$ cat config.mk
export PLATFORM = sky130hd
export DESIGN_NAME = fmint_drain_flat
export DESIGN_NICKNAME = d
export VERILOG_FILES = /design/src/rtl/fmint_drain_pkg.sv /design/src/rtl/fmint_drain_if.sv /design/src/rtl/fmint_skid_fifo.sv /design/src/rtl/fmint_drain.sv /design/src/flat_wrapper.sv
export SDC_FILE = /design/constraint.sdc
export NUM_CORES = 1
export LEC_CHECK = 0
export ABC_AREA = 1
export BUFFER_PORTS_ARGS = -buffer_cell sky130_fd_sc_hd__buf_2
export CORE_MARGIN = 3
export CORE_UTILIZATION = 30
export DETAILED_ROUTE_END_ITERATION = 16
export PLACE_DENSITY_LB_ADDON = 0.2
export RECOVER_POWER = 25
export SYNTH_ARGS = -nofsm -noshare
export SYNTH_HDL_FRONTEND = slang
export SYNTH_HIERARCHICAL = 1
export SYNTH_SLANG_ARGS = --single-unit
$ cat constraint.sdc
create_clock -name clk -period 9.8 [get_ports clk]
set_clock_uncertainty 0.1 [all_clocks]
set_input_delay 0.49 -clock clk [delete_from_list [all_inputs] [get_ports clk]]
set_output_delay 0.49 -clock clk [all_outputs]
set_load 0.02 [all_outputs]
$ cat src/rtl/fmint_drain_pkg.sv
// Shared types and constants for the FMINT drain path.
package fmint_drain_pkg;
  typedef enum logic [1:0] {IDLE, ADDR, DATA, FINISHED} drain_state_t;
  localparam int MA_W             = 32;
  localparam int DRAIN_FIFO_DEPTH = 2;
endpackage

$ cat src/rtl/fmint_drain_if.sv
// Main-memory side of the drain: row write-request channel plus pixel write channel.
interface fmint_drain_if import fmint_drain_pkg::*; #(
  parameter int PX_W = 16
) ();
  logic            req_valid;
  logic            req_ready;
  logic [MA_W-1:0] req_addr;
  logic [7:0]      req_len;
  logic            wvalid;
  logic            wready;
  logic [PX_W-1:0] wdata;
  logic            wlast;

  modport master (output req_valid, req_addr, req_len, wvalid, wdata, wlast,
                  input  req_ready, wready);
  modport slave  (input  req_valid, req_addr, req_len, wvalid, wdata, wlast,
                  output req_ready, wready);
endinterface

$ cat src/rtl/fmint_skid_fifo.sv
// Small prefetch FIFO between the FMINT read port and the write channel.
module fmint_skid_fifo import fmint_drain_pkg::*; #(
  parameter int PX_W = 16,
  localparam int CW = $clog2(DRAIN_FIFO_DEPTH + 1),
  localparam int PW = $clog2(DRAIN_FIFO_DEPTH)
) (
  input  logic            clk,
  input  logic            rst,
  input  logic            i_push,
  input  logic            i_pop,
  input  logic [PX_W-1:0] i_din,
  output logic [PX_W-1:0] o_head,
  output logic [CW-1:0]   o_count
);
  logic [PX_W-1:0] r_mem [DRAIN_FIFO_DEPTH];
  logic [PW-1:0]   r_wptr;
  logic [PW-1:0]   r_rptr;
  logic [CW-1:0]   r_count;

  always_ff @(posedge clk or posedge rst) begin
    if (rst) begin
      for (int i = 0; i < DRAIN_FIFO_DEPTH; i++) r_mem[i] <= '0;
      r_wptr  <= '0;
      r_rptr  <= '0;
      r_count <= '0;
    end else begin
      if (i_push) begin
        r_mem[r_wptr] <= i_din;
        r_wptr        <= r_wptr + 1'b1;
      end
      if (i_pop) r_rptr <= r_rptr + 1'b1;
      r_count <= r_count + CW'(i_push) - CW'(i_pop);
    end
  end

  assign o_head  = r_mem[r_rptr];
  assign o_count = r_count;
endmodule

$ cat src/rtl/fmint_drain.sv
// Streams one FMINT tile to main memory: one address request per row, then the row's pixels.
module fmint_drain import fmint_drain_pkg::*; #(
  parameter int PX_W         = 16,
  parameter int TIX          = 4,
  parameter int TIY          = 2,
  parameter int NCH          = 2,
  parameter int FMINT_N_ELEM = 16,
  localparam int AW = (FMINT_N_ELEM > 1) ? $clog2(FMINT_N_ELEM) : 1,
  localparam int CW = $clog2(DRAIN_FIFO_DEPTH + 1)
) (
  input  logic            clk,
  input  logic            rst,
  input  logic            i_start,
  input  logic [MA_W-1:0] i_base_addr,
  input  logic [MA_W-1:0] i_ch_stride,
  input  logic [MA_W-1:0] i_row_stride,
  output logic [AW-1:0]   o_fmint_addr,
  output logic            o_fmint_rd,
  input  logic [PX_W-1:0] i_fmint_data,
  fmint_drain_if.master   mif,
  output logic            o_busy,
  output logic            o_finish
);
  drain_state_t    r_state, w_next;
  logic [MA_W-1:0] r_ch_stride, r_row_stride, r_ch_acc, r_row_acc;
  logic [AW-1:0]   r_fm_base;
  logic [8:0]      r_rx, r_bx;
  logic [15:0]     r_f, r_y;
  logic            r_inflight;
  logic [PX_W-1:0] w_head;
  logic [CW-1:0]   w_count;
  logic [2:0]      w_credit;
  logic            w_wvalid, w_pop, w_rd, w_beat_last, w_row_done, w_last_row;

  fmint_skid_fifo #(.PX_W(PX_W)) u_fifo (
    .clk(clk), .rst(rst), .i_push(r_inflight), .i_pop(w_pop),
    .i_din(i_fmint_data), .o_head(w_head), .o_count(w_count)
  );

  always_ff @(posedge clk or posedge rst) begin
    if (rst) r_state <= IDLE;
    else     r_state <= w_next;
  end

  always_comb begin
    w_next      = r_state;
    w_wvalid    = (r_state == DATA) && (w_count != '0);
    w_pop       = w_wvalid && mif.wready;
    w_beat_last = (r_bx == 9'(TIX - 1));
    w_row_done  = w_pop && w_beat_last;
    w_last_row  = (r_y == 16'(TIY - 1)) && (r_f == 16'(NCH - 1));
    // Reads in flight count against FIFO space so a returning pixel always has a slot.
    w_credit    = 3'(w_count) + 3'(r_inflight) - 3'(w_pop);
    w_rd        = (r_state == DATA) && (r_rx < 9'(TIX)) && (w_credit < 3'(DRAIN_FIFO_DEPTH));
    unique case (r_state)
      IDLE:     if (i_start) w_next = ADDR;
      ADDR:     if (mif.req_ready) w_next = DATA;
      DATA:     if (w_row_done) w_next = w_last_row ? FINISHED : ADDR;
      FINISHED: w_next = IDLE;
      default:  w_next = IDLE;
    endcase
    mif.req_valid = (r_state == ADDR);
    mif.req_addr  = (r_state == ADDR) ? r_row_acc : '0;
    mif.req_len   = (r_state == ADDR) ? 8'(TIX - 1) : 8'd0;
    mif.wvalid    = w_wvalid;
    mif.wdata     = w_head;
    mif.wlast     = w_wvalid && w_beat_last;
    o_fmint_rd    = w_rd;
    o_fmint_addr  = r_fm_base + AW'(r_rx);
    o_busy        = (r_state != IDLE);
    o_finish      = (r_state == FINISHED);
  end

  always_ff @(posedge clk or posedge rst) begin
    if (rst) begin
      r_ch_stride  <= '0;
      r_row_stride <= '0;
      r_ch_acc     <= '0;
      r_row_acc    <= '0;
      r_fm_base    <= '0;
      r_rx         <= '0;
      r_bx         <= '0;
      r_f          <= '0;
      r_y          <= '0;
      r_inflight   <= 1'b0;
    end else begin
      r_inflight <= w_rd;
      if (r_state == IDLE && i_start) begin
        r_ch_stride  <= i_ch_stride;
        r_row_stride <= i_row_stride;
        r_ch_acc     <= i_base_addr;
        r_row_acc    <= i_base_addr;
        r_fm_base    <= '0;
        r_rx         <= '0;
        r_bx         <= '0;
        r_f          <= '0;
        r_y          <= '0;
      end
      if (w_rd) r_rx <= r_rx + 9'd1;
      if (w_pop) r_bx <= r_bx + 9'd1;
      // End of row: channel rows are contiguous in FMINT, so the row base always steps by TIX.
      if (w_row_done) begin
        r_bx      <= '0;
        r_rx      <= '0;
        r_fm_base <= r_fm_base + AW'(TIX);
        if (r_y == 16'(TIY - 1)) begin
          r_y       <= '0;
          r_f       <= r_f + 16'd1;
          r_ch_acc  <= r_ch_acc + r_ch_stride;
          r_row_acc <= r_ch_acc + r_ch_stride;
        end else begin
          r_y       <= r_y + 16'd1;
          r_row_acc <= r_row_acc + r_row_stride;
        end
      end
    end
  end
endmodule

$ cat src/flat_wrapper.sv
// flat-port wrapper written by rule: the top's interface ports become plain ports
module fmint_drain_flat import fmint_drain_pkg::*;
#(
  parameter int PX_W         = 16,
  parameter int TIX          = 4,
  parameter int TIY          = 2,
  parameter int NCH          = 2,
  parameter int FMINT_N_ELEM = 16,
  localparam int AW = (FMINT_N_ELEM > 1) ? $clog2(FMINT_N_ELEM) : 1,
  localparam int CW = $clog2(DRAIN_FIFO_DEPTH + 1)
)
  (clk, rst, i_start, i_base_addr, i_ch_stride, i_row_stride, o_fmint_addr, o_fmint_rd, i_fmint_data, o_busy, o_finish, mif_req_valid, mif_req_addr, mif_req_len, mif_wvalid, mif_wdata, mif_wlast, mif_req_ready, mif_wready);
  fmint_drain_if #(.PX_W(PX_W)) mif_i ();
  input  logic clk;
  input  logic rst;
  input  logic i_start;
  input  logic [MA_W-1:0] i_base_addr;
  input  logic [MA_W-1:0] i_ch_stride;
  input  logic [MA_W-1:0] i_row_stride;
  output logic [AW-1:0] o_fmint_addr;
  output logic o_fmint_rd;
  input  logic [PX_W-1:0] i_fmint_data;
  output logic o_busy;
  output logic o_finish;
  output wire logic [$bits(mif_i.req_valid)-1:0] mif_req_valid;
  output wire logic [$bits(mif_i.req_addr)-1:0] mif_req_addr;
  output wire logic [$bits(mif_i.req_len)-1:0] mif_req_len;
  output wire logic [$bits(mif_i.wvalid)-1:0] mif_wvalid;
  output wire logic [$bits(mif_i.wdata)-1:0] mif_wdata;
  output wire logic [$bits(mif_i.wlast)-1:0] mif_wlast;
  input wire logic [$bits(mif_i.req_ready)-1:0] mif_req_ready;
  input wire logic [$bits(mif_i.wready)-1:0] mif_wready;
  assign mif_req_valid = mif_i.req_valid;
  assign mif_req_addr = mif_i.req_addr;
  assign mif_req_len = mif_i.req_len;
  assign mif_wvalid = mif_i.wvalid;
  assign mif_wdata = mif_i.wdata;
  assign mif_wlast = mif_i.wlast;
  assign mif_i.req_ready = mif_req_ready;
  assign mif_i.wready = mif_wready;
  fmint_drain #(.PX_W(PX_W), .TIX(TIX), .TIY(TIY), .NCH(NCH), .FMINT_N_ELEM(FMINT_N_ELEM)) u_core (.clk(clk), .rst(rst), .i_start(i_start), .i_base_addr(i_base_addr), .i_ch_stride(i_ch_stride), .i_row_stride(i_row_stride), .o_fmint_addr(o_fmint_addr), .o_fmint_rd(o_fmint_rd), .i_fmint_data(i_fmint_data), .mif(mif_i), .o_busy(o_busy), .o_finish(o_finish));
endmodule
==> results.md <==
- Result of the run: finished with violations
- Violations in the final reports: capacitance limit, slew limit
- Cell-internal power: 2919 uW
- Switching power as a share of total power: 0.4990
- Cell count after synthesis: between 2,000 and 2,500
- Chip Height: around 230 um
- Vias: 14,620
- TNS Setup: 0 ps
- Crit Path Max Fanout: around 140
- Post-synth EDFFs: 0
- Tightest Hold Check Type: in -> reg
- Non-filler cells, final: ~3,100
- Remaining DRCs: 0
- Root Buffer: sky130_fd_sc_hd__clkbuf_16
- Area of the die: roughly 53,000 sq um
- Final number of setup-violating endpoints: 0
- Sequential Power Share: 0.270
- Detailed Route Iter0 Violations: 1,029
- Worst-case register-to-register setup slack: 6420 ps
- Ys async rst share: 1.000
- Clock transition at the registers of the reported paths: 60 ps
- Floorplan row count: 81
- Relative slew margins: -3.361
- Final period util: 0.5562
- Arrival @ worst endpoint: 4830 ps
- CP Class: in -> async
- Number of buffers on the longest clock path: 3
- Clock share of power: 0.176
- Quantity of gates resized following cts: 0
- Top-Level Pins: 183
- Buffers added on ports: 176
- Sequential cell area fraction in the yosys report: 0.3608
- First-pass GRT wire length: 76.65 mm
- Share of cells above drive strength 1: 0.1100
- Biggest area consumer among synthesized cells: sky130_fd_sc_hd__dfrtp_1
- Final count of hold timing violations: 0
- Leakage power of the design: 0.009810 uW
- Maximum clock rate: between 150 and 200 MHz
- Kind of capture point of the worst setup path: asynchronous set/reset pin
- Horizontal extent of the die: roughly 230 um
- Most instantiated library cell after synthesis: sky130_fd_sc_hd__nand2_1
- Remaining Overflow, GRT: 0
- Pin slew with the least headroom to its limit: 6506 ps
- Nets@finish: 2,634
- Post-synthesis cell type count: 57
- Total routed wirelength: 49.07 mm
- Mapped Avg Cell Area: 6.654 sq um
- Ys Warns: 6
- ANT cells: 0
- Via count of the first global-routing pass: between 10,000 and 15,000
- Launching element type of the critical path: primary input
- Post-synthesis to final-layout area growth: 15.00%
- RePlAce Congestion: 0.9038
- Maximum number of pins on one net before global-route repair: roughly 140
- Number of buffers added for setup after CTS: 0
- Synth top cells by count: 910 x sky130_fd_sc_hd__nand2_1, 363 x sky130_fd_sc_hd__inv_1, 219 x sky130_fd_sc_hd__dfrtp_1
- Shortest clock period the worst path allows after layout: 5451 ps
- Unrepaired setup endpoints after global routing: false
- All-Layer GR Usage: 0.1801
- Combinational cell fraction of total power: 0.554
- Max-capacitance violation count: 2
- Post-synth top area share: 0.3608
- Area of the core: between 40,000 and 50,000 sq um
- Length of the first detailed-routing pass in iterations: 5
- Worst setup slack after layout: 4349 ps
- Insertion delay of the later-clocked pin in the worst-skew pair: approximately 570 ps
- Average wire length per cell after detail routing: between 15 and 20 um
- Routed via count divided by cell count: 4.675
- CTS sink cnt: roughly 220
- Largest cells by area after synthesis: sky130_fd_sc_hd__dfrtp_1 36%, sky130_fd_sc_hd__nand2_1 22%, sky130_fd_sc_hd__inv_1 9.0%, sky130_fd_sc_hd__ha_1 5.8%, sky130_fd_sc_hd__nand3_1 5.0%
- H-tree depth: 1
- Required arrival time at the worst endpoint: 9180 ps
- Starting Density: 0.3071
- TritonCTS clock tree: built
- Worst-case setup slack after placement: 6516 ps
- Cell Pwr Density: 333.5 nW/um^2
- Peak VDD IR: 0.0001278 V
- TritonCTS Buffers: 28
- # placed instances: 3,072
- Post-synth top flop: sky130_fd_sc_hd__dfrtp_1
- Post-synthesis register bit count: 219
- Post-detailed-route count of antenna-violating nets: 0
- Slew Limit Fails: about 180
- Initial antenna violation count: 0
- Summed instance area of the synthesized netlist: about 15,000 sq um
- Sum of net half-perimeters after detailed placement: slightly below 40 mm
- Net switching power figure: 2907 uW
registers in the layout, indices dropped and copies added (netlist names), 2 cells and up:
signal / count
u_core/r_bx: 9
u_core/r_ch_acc: 32
u_core/r_ch_stride: 32
u_core/r_f: 16
u_core/r_fm_base: 2
u_core/r_row_acc: 32
u_core/r_row_stride: 32
u_core/r_rx: 9
u_core/r_state: 2
u_core/r_y: 16
u_core/u_fifo/o_count: 2
u_core/u_fifo/r_mem: 32
metal layers:
layer,global-route usage,up-vias,part of all wire
met3,0.02630,76,0.050
met4,0.04920,0,0.031
met5,0,-,0
met2,0.3050,363,0.47
li1,-,7410,-
met1,0.2405,6773,0.45
worst paths after layout:
path,start,endpoint,depth (start not counted)
worst min register to register,u_core/r_row_stride[3],u_core/r_row_stride[3],2
worst max register to register,u_core/r_state[0],u_core/r_ch_acc[31],11
max in group clk,u_core/r_state[0],o_fmint_rd,12
min in group asynchronous,rst,u_core/u_fifo/r_mem[15],4
worst min-delay path,i_ch_stride[3],u_core/r_ch_stride[3],3
worst max-delay path,rst,u_core/r_row_stride[4],3
cell usage in the layout (no fill, tap or decap), types with 14 or more instances in the layout:
cell type / count
sky130_fd_sc_hd__nor3_1: 16
sky130_fd_sc_hd__nor2_1: 151
sky130_fd_sc_hd__o21ai_1: 16
sky130_fd_sc_hd__ha_1: 71
sky130_fd_sc_hd__o211ai_1: 14
sky130_fd_sc_hd__clkbuf_16: 28
sky130_fd_sc_hd__a21oi_1: 52
sky130_fd_sc_hd__inv_1: 362
sky130_fd_sc_hd__nand4_1: 14
sky130_fd_sc_hd__dfrtp_1: 219
sky130_fd_sc_hd__xor2_1: 14
sky130_fd_sc_hd__nand2_1: 913
sky130_fd_sc_hd__nand3_1: 151
sky130_fd_sc_hd__buf_2: 175
sky130_fd_sc_hd__o21ai_0: 95
stage by stage:
step                area [sq um]  power, uW  utilization  hold slack (ps)
finish                     17470       5826       0.3532            25.13
global route               17470       6409       0.3532            12.38
CTS                        17570       5925       0.3552          0.09026
detailed placement         16600       4856       0.3356            367.2
global placement           16600       4826       0.3356            364.2
floorplan                  15210       3881            -            348.3
area by class of cell:
class | instances | area [sq um]
clock buffers | 33 | 739.5
repair buffers | 188 | 978.4
well taps | 664 | 830.8
fillers | 5520 | 31990
inverters | 374 | 1411
clock inverters | 18 | 177.7
multi-input cells | 1632 | 7851
flip-flops and latches | 219 | 5480
power by group through the flow:
stage                     Sequential, uW  Combinational, uW  Clock, uW
after floorplan                     1420               2460          0
after global placement              1600               3230          0
after detailed placement            1600               3260          0
after CTS                           1580               3280       1060
after global routing                1610               3700       1100
final                               1570               3230       1020
timing repair:
item,in CTS,in global routing
endpoints found under the setup margin,0,0
hold buffers,5,0
endpoints found under the hold margin,40,0
worst max-delay path, cell delays in order:
cell	delay, ps
sky130_fd_sc_hd__dlygate4sd3_1	530
sky130_fd_sc_hd__clkbuf_1	120
sky130_fd_sc_hd__clkinvlp_2	3580
cell families after synthesis:
logic type               synth area share
AO/OA/AOI/OAI                     0.09077
XOR/XNOR                          0.01441
adder cells (fa/ha/maj)           0.06243
buffers and inverters              0.1179
flip-flops                         0.3608
other                           0.0002469
AND/OR/NAND/NOR                    0.3534
No activity file was read; power rests on OpenSTA's default activity.
